**config.mk**
```make
export PLATFORM = sky130hd
export DESIGN_NAME = square_sequencer_flat
export DESIGN_NICKNAME = d
export VERILOG_FILES = /design/src/rtl/square_sequencer_if.sv /design/src/rtl/square_sequencer.sv /design/src/flat_wrapper.sv
export SDC_FILE = /design/constraint.sdc
export NUM_CORES = 1
export LEC_CHECK = 0
export CORE_UTILIZATION = 45
export DETAILED_ROUTE_END_ITERATION = 10
export GPL_TIMING_DRIVEN = 0
export PLACE_DENSITY_LB_ADDON = 0.08
export SETUP_SLACK_MARGIN = 0.4
export SYNTH_ARGS = -nofsm -noshare
export SYNTH_HDL_FRONTEND = slang
export SYNTH_SLANG_ARGS = --single-unit
export TNS_END_PERCENT = 1
```
**constraint.sdc**
```tcl
create_clock -name fsm_clck -period 2 [get_ports fsm_clck]
set_clock_uncertainty 0.15 [all_clocks]
set_input_delay 0.4 -clock fsm_clck [delete_from_list [all_inputs] [get_ports fsm_clck]]
set_output_delay 0.4 -clock fsm_clck [all_outputs]
set_load 0.02 [all_outputs]
```
**src/rtl/square_sequencer_if.sv**
```systemverilog
// Handshake/bus bundle between the frame timing source and the square sequencer.
// The master drives frame timing and user controls; the slave returns colour and size state.
interface square_sequencer_if;
  logic       frame_start;
  logic       step_btn;
  logic       auto_en;
  logic       anim_en;
  logic [9:0] size_req;
  logic [3:0] colour_state;
  logic [9:0] square_size;
  logic       grow_dir;

  modport master (
    output frame_start, step_btn, auto_en, anim_en, size_req,
    input  colour_state, square_size, grow_dir
  );

  modport slave (
    input  frame_start, step_btn, auto_en, anim_en, size_req,
    output colour_state, square_size, grow_dir
  );
endinterface

```
**src/rtl/square_sequencer.sv**
```systemverilog
// Colour-state FSM and square-size controller for the square-drawing pixel datapath.
// Every visible change commits on a frame_start cycle so a frame never tears.
module square_sequencer #(
  parameter int unsigned DEBOUNCE_CYCLES   = 50000,
  parameter int unsigned FRAMES_PER_COLOUR = 60,
  parameter int unsigned MIN_SIZE          = 1,
  parameter int unsigned MAX_SIZE          = 479,
  parameter int unsigned SIZE_STEP         = 4
) (
  input  logic              fsm_clck,
  input  logic              reset,
  square_sequencer_if.slave bus
);

  localparam int DB_W = $clog2(DEBOUNCE_CYCLES);
  localparam int FC_W = (FRAMES_PER_COLOUR > 1) ? $clog2(FRAMES_PER_COLOUR) : 1;

  localparam logic [DB_W-1:0] DB_LAST = DB_W'(DEBOUNCE_CYCLES - 1);
  localparam logic [FC_W-1:0] FC_LAST = FC_W'(FRAMES_PER_COLOUR - 1);

  localparam logic [10:0] MIN11  = 11'(MIN_SIZE);
  localparam logic [10:0] MAX11  = 11'(MAX_SIZE);
  localparam logic [10:0] STEP11 = 11'(SIZE_STEP);
  localparam logic [9:0]  MIN10  = 10'(MIN_SIZE);
  localparam logic [9:0]  MAX10  = 10'(MAX_SIZE);
  localparam logic [9:0]  STEP10 = 10'(SIZE_STEP);

  localparam logic [3:0] ST_IDLE  = 4'b0001;
  localparam logic [3:0] ST_RED   = 4'b1000;
  localparam logic [3:0] ST_GREEN = 4'b0100;
  localparam logic [3:0] ST_BLUE  = 4'b0010;

  logic            sync1_q, sync2_q;
  logic            stable_q, stable_d;
  logic [DB_W-1:0] db_cnt_q, db_cnt_d;
  logic            pending_q, pending_d;
  logic [FC_W-1:0] frame_cnt_q, frame_cnt_d;
  logic [3:0]      colour_q, colour_d;
  logic [9:0]      size_q, size_d;
  logic            grow_q, grow_d;

  logic            step_pulse;
  logic            tick;
  logic            advance;
  logic [10:0]     size11;
  logic [10:0]     sum11;

  // Debounce: count consecutive cycles the synced level disagrees with the accepted one.
  always_comb begin
    // NOTE: every combinational output gets a default first, so no path can infer a latch.
    stable_d   = stable_q;
    db_cnt_d   = '0;
    step_pulse = 1'b0;
    if (sync2_q != stable_q) begin
      if (db_cnt_q == DB_LAST) begin
        stable_d   = sync2_q;
        step_pulse = sync2_q;
      end else begin
        db_cnt_d = db_cnt_q + DB_W'(1);
      end
    end
  end

  always_comb begin
    frame_cnt_d = frame_cnt_q;
    tick        = 1'b0;
    if (!bus.auto_en) begin
      frame_cnt_d = '0;
    end else if (bus.frame_start) begin
      if (frame_cnt_q == FC_LAST) begin
        tick        = 1'b1;
        frame_cnt_d = '0;
      end else begin
        frame_cnt_d = frame_cnt_q + FC_W'(1);
      end
    end
  end

  // A step request and an auto tick on the same frame collapse into one advance.
  assign advance = pending_q | step_pulse | tick;

  always_comb begin
    colour_d  = colour_q;
    pending_d = pending_q | step_pulse;
    if (bus.frame_start) begin
      pending_d = 1'b0;
      case (colour_q)
        ST_IDLE:  if (advance) colour_d = ST_RED;
        ST_RED:   if (advance) colour_d = ST_GREEN;
        ST_GREEN: if (advance) colour_d = ST_BLUE;
        ST_BLUE:  if (advance) colour_d = ST_RED;
        default:  colour_d = ST_RED;
      endcase
    end
  end

  // Size arithmetic is carried in 11 bits so size+step never wraps past 1023.
  assign size11 = {1'b0, size_q};
  assign sum11  = size11 + STEP11;

  always_comb begin
    size_d = size_q;
    grow_d = grow_q;
    if (bus.frame_start) begin
      if (bus.anim_en) begin
        if (grow_q) begin
          if (sum11 >= MAX11) begin
            size_d = MAX10;
            grow_d = 1'b0;
          end else begin
            size_d = sum11[9:0];
          end
        end else if (size11 <= MIN11 + STEP11) begin
          size_d = MIN10;
          grow_d = 1'b1;
        end else begin
          size_d = size_q - STEP10;
        end
      end else if (bus.size_req < MIN10) begin
        size_d = MIN10;
      end else if (bus.size_req > MAX10) begin
        size_d = MAX10;
      end else begin
        size_d = bus.size_req;
      end
    end
  end

  always_ff @(posedge fsm_clck or posedge reset) begin
    if (reset) begin
      sync1_q     <= 1'b0;
      sync2_q     <= 1'b0;
      stable_q    <= 1'b0;
      db_cnt_q    <= '0;
      pending_q   <= 1'b0;
      frame_cnt_q <= '0;
      colour_q    <= ST_IDLE;
      size_q      <= MIN10;
      grow_q      <= 1'b1;
    end else begin
      // NOTE: non-blocking assignments here so every flop samples pre-edge values,
      // which is what makes sync1_q -> sync2_q a real two-stage synchroniser.
      sync1_q     <= bus.step_btn;
      sync2_q     <= sync1_q;
      stable_q    <= stable_d;
      db_cnt_q    <= db_cnt_d;
      pending_q   <= pending_d;
      frame_cnt_q <= frame_cnt_d;
      colour_q    <= colour_d;
      size_q      <= size_d;
      grow_q      <= grow_d;
    end
  end

  assign bus.colour_state = colour_q;
  assign bus.square_size  = size_q;
  assign bus.grow_dir     = grow_q;

endmodule

```
**src/flat_wrapper.sv**
```systemverilog
// flat-port wrapper written by rule: the top's interface ports become plain ports
module square_sequencer_flat 
#(
  parameter int unsigned DEBOUNCE_CYCLES   = 50000,
  parameter int unsigned FRAMES_PER_COLOUR = 60,
  parameter int unsigned MIN_SIZE          = 1,
  parameter int unsigned MAX_SIZE          = 479,
  parameter int unsigned SIZE_STEP         = 4
)
  (fsm_clck, reset, bus_frame_start, bus_step_btn, bus_auto_en, bus_anim_en, bus_size_req, bus_colour_state, bus_square_size, bus_grow_dir);
  square_sequencer_if bus_i ();
  input  logic fsm_clck;
  input  logic reset;
  input wire logic [$bits(bus_i.frame_start)-1:0] bus_frame_start;
  input wire logic [$bits(bus_i.step_btn)-1:0] bus_step_btn;
  input wire logic [$bits(bus_i.auto_en)-1:0] bus_auto_en;
  input wire logic [$bits(bus_i.anim_en)-1:0] bus_anim_en;
  input wire logic [$bits(bus_i.size_req)-1:0] bus_size_req;
  output wire logic [$bits(bus_i.colour_state)-1:0] bus_colour_state;
  output wire logic [$bits(bus_i.square_size)-1:0] bus_square_size;
  output wire logic [$bits(bus_i.grow_dir)-1:0] bus_grow_dir;
  assign bus_i.frame_start = bus_frame_start;
  assign bus_i.step_btn = bus_step_btn;
  assign bus_i.auto_en = bus_auto_en;
  assign bus_i.anim_en = bus_anim_en;
  assign bus_i.size_req = bus_size_req;
  assign bus_colour_state = bus_i.colour_state;
  assign bus_square_size = bus_i.square_size;
  assign bus_grow_dir = bus_i.grow_dir;
  square_sequencer #(.DEBOUNCE_CYCLES(DEBOUNCE_CYCLES), .FRAMES_PER_COLOUR(FRAMES_PER_COLOUR), .MIN_SIZE(MIN_SIZE), .MAX_SIZE(MAX_SIZE), .SIZE_STEP(SIZE_STEP)) u_core (.fsm_clck(fsm_clck), .reset(reset), .bus(bus_i));
endmodule
```
==> impl_metrics.toml <==
[drt]
drc = 0
wl_per_cell_um = 15.6
drt_iter0_drc = 107
ant_nets = 0
drt_wl_total_mm = 6.10
vias = 2241
avgViaCountPerCell = 5.72
dr.pass1.iters = 4

[clock_tree]
cts_root_buffer = "clkbuf_8"
path_clk_slew_ps = 80
clkSinkCount = 41
clock_latency_ps = 290
htreeDepth = 2
cts_tree = "yes"
clock_path_buffers = 2
numCtsBuffers = 5
cts_hold_buf = 0

[timing]
drv_slew = 0
setup_viol = 14
slew_headroom_pct = 43.1
worst-slew-pin-transition_ps = 852
fin_crit_ps = 2380
rsz0062_at_grt = "true"
timing.fmax_mhz = 420
hold_viol_final = 0
final.setup.worst_slack_ps = -382
tns_ps = -3320
period_share_pct = 119

[synth]
synth.cell_area_um2 = 2540
synth_edf_count = 0
async_flop_share_pct = 100
synthCells = 279
syn_nets = 301
synth_top_cell_area_share_pct = 37.4
yosysWarnings = 0
ys_top_cells_by_area = "dfrtp_1, xor2_1, nor2_1, o21ai_0, dfstp_2"
synth_largest_area_cell = "dfrtp_1"
ys_types = 62
synth.avg_cell_area_um2 = 9.12
synthTopCellsByCount = "dfrtp_1, nor2_1, o21ai_0, xor2_1"
ys_ff_latch = 41
synthMostInstantiatedCell = "dfrtp_1"
synthFlopType = "dfrtp_1"
ys_seq_area_share_pct = 40.5

[placed_design]
gp_congestion = 0.825
hpwl_mm = 4.28
port_buffers = 29
post_dp_cell_area_um2 = 2940
pre_cts_slack_ps = -492

[worst_setup_path]
critPathCaptureType = "register"
path_class = "reg -> reg"
arrival_ps = 2390
crit_required_ps = 2010
path_max_fanout = 10
start_kind = "register"

[power_and_ir_drop]
power.density_nw_per_um2 = 694
ir_drop_uv = 358
p_seq_share_pct = 42.2
p_leak_nw = 1.31
p_clk_share_pct = 29.1
switching_share_pct = 32.3
comb_power_share_pct = 28.7
switchingPower_w = 0.000730
internal_power_w = 0.00153

[run_status]
violations = "setup timing"
status = "complete, but fails checks"

[die]
chipHeight_um = 77.2
die_w_um = 77.2
dieArea_um2 = 5960
start_util_pct = 46.5
rows = 27
io_pins = 31
core_area_um2 = 5470

[global_routing]
grt_pass1_wl_mm = 10.2
grt_usage_pct = 21.8
antenna_found_initial = 0
grt_start_max_net_pins = 42
grt_pass1_vias = 2120
overflow = 0

[final_layout]
drive_gt1_share_pct = 23.1
area_delta_synth_final_pct = 28.1
postLayoutCellArea_um2 = 3260
diodes = 0
finalNetCount = 341

[hold_path]
holdCritPathClass = "reg -> reg"

[run]
drv_cap = 0
through the flow:
step | utilization (%) | hold WS [ps] | power (W) | instances
6_report | 59.6 | 202 | 0.00226 | 392
5_1_grt | 59.6 | 211 | 0.00239 | 392
3_3_place_gp | 53.6 | 183 | 0.00157 | 380
3_5_place_dp | 53.6 | 187 | 0.00156 | 380
4_1_cts | 56.5 | 204 | 0.00223 | 388
2_1_floorplan | - | 181 | 0.00135 | 279
final cells by class:
class	count	area, µm²
fill	489	2210
multi-input combinational	213	1570
sequential	41	1040
timing repair buffer	33	317
buffer	12	90.1
tap	72	90.1
clock buffer	6	72.6
inverter	13	48.8
clock inverter	2	35.0
placed cells by master (no fill, tap or decap), drive strengths merged, types with 3 or more instances in the layout:
cell type	count
dfrtp	38
nor2	29
o21ai	19
buf	15
xor2	14
clkdlybuf4s50	13
inv	13
a21oi	13
nand2	12
nand3	11
clkbuf	11
nand4	8
xnor2	8
dlygate4sd2	7
nor3	7
nor2b	6
and3	6
ha	6
clkdlybuf4s15	5
or3	4
nor4	4
a31o	4
or4	4
and4	3
o211ai	3
nand4b	3
dfstp	3
a211oi	3
logic make-up after synthesis:
group	count (synthesis)	synth area share [%]
AND/OR/NAND/NOR	112	24.5
AO/OA/AOI/OAI	70	18.9
flip-flops	41	40.5
buffers and inverters	25	4.23
XOR/XNOR	22	7.58
adder cells (fa/ha/maj)	6	2.95
multiplexers	3	1.28
sequential cells by signal (all words and copies together) (netlist names):
name	flops
u_core.frame_cnt_q	6
u_core.bus.grow_dir	1
u_core.stable_q	1
u_core.sync1_q	1
u_core.bus.colour_state	4
u_core.db_cnt_q	16
u_core.bus.square_size	10
u_core.pending_q	1
u_core.sync2_q	1
routing by layer:
layer | track usage (%) | vias to the layer above | share of wire (%)
met5 | 0 | - | 0
met4 | 7.17 | 0 | 1.4
met3 | 3.93 | 8 | 3.1
met2 | 33.3 | 39 | 46
met1 | 31.0 | 1090 | 49
li1 | - | 1104 | -
power groups by stage:
stage,sequential (W),combinational (W),clock [W]
after global routing,0.000964,0.000709,0.000715
after detailed placement,0.000970,0.000595,0
final,0.000955,0.000649,0.000659
after CTS,0.000958,0.000592,0.000681
after global placement,0.000970,0.000597,0
after floorplan,0.00100,0.000343,0
final timing paths:
kind	from	endpoint	slack, ps	cells past startpoint
hold reg to reg	u_core.sync1_q	u_core.sync2_q	200	0
max in group asynchronous	reset	u_core.frame_cnt_q[0]	650	2
setup reg to reg	u_core.bus.square_size[6]	u_core.bus.square_size[3]	-380	6
setup / recovery	u_core.bus.square_size[6]	u_core.bus.square_size[3]	-380	6
hold / removal	u_core.sync1_q	u_core.sync2_q	200	0
min in group asynchronous	reset	u_core.bus.square_size[9]	450	2
worst max-delay path, stage by stage, from the launching register on:
cell	delay [ps]
dfrtp_2	410
buf_6	140
or4_4	520
or4_4	460
o21ba_4	240
a32oi_1	190
o311ai_1	140
what timing repair did:
item                                   4_1_cts  5_1_grt
buffers inserted                             0        4
gates resized for setup                     57       37
cloned                                       0        0
endpoints found under the hold margin        0        0
setup endpoints to repair                   53       49
pin swaps                                    4       18
Power figures use the tool's default switching activity.
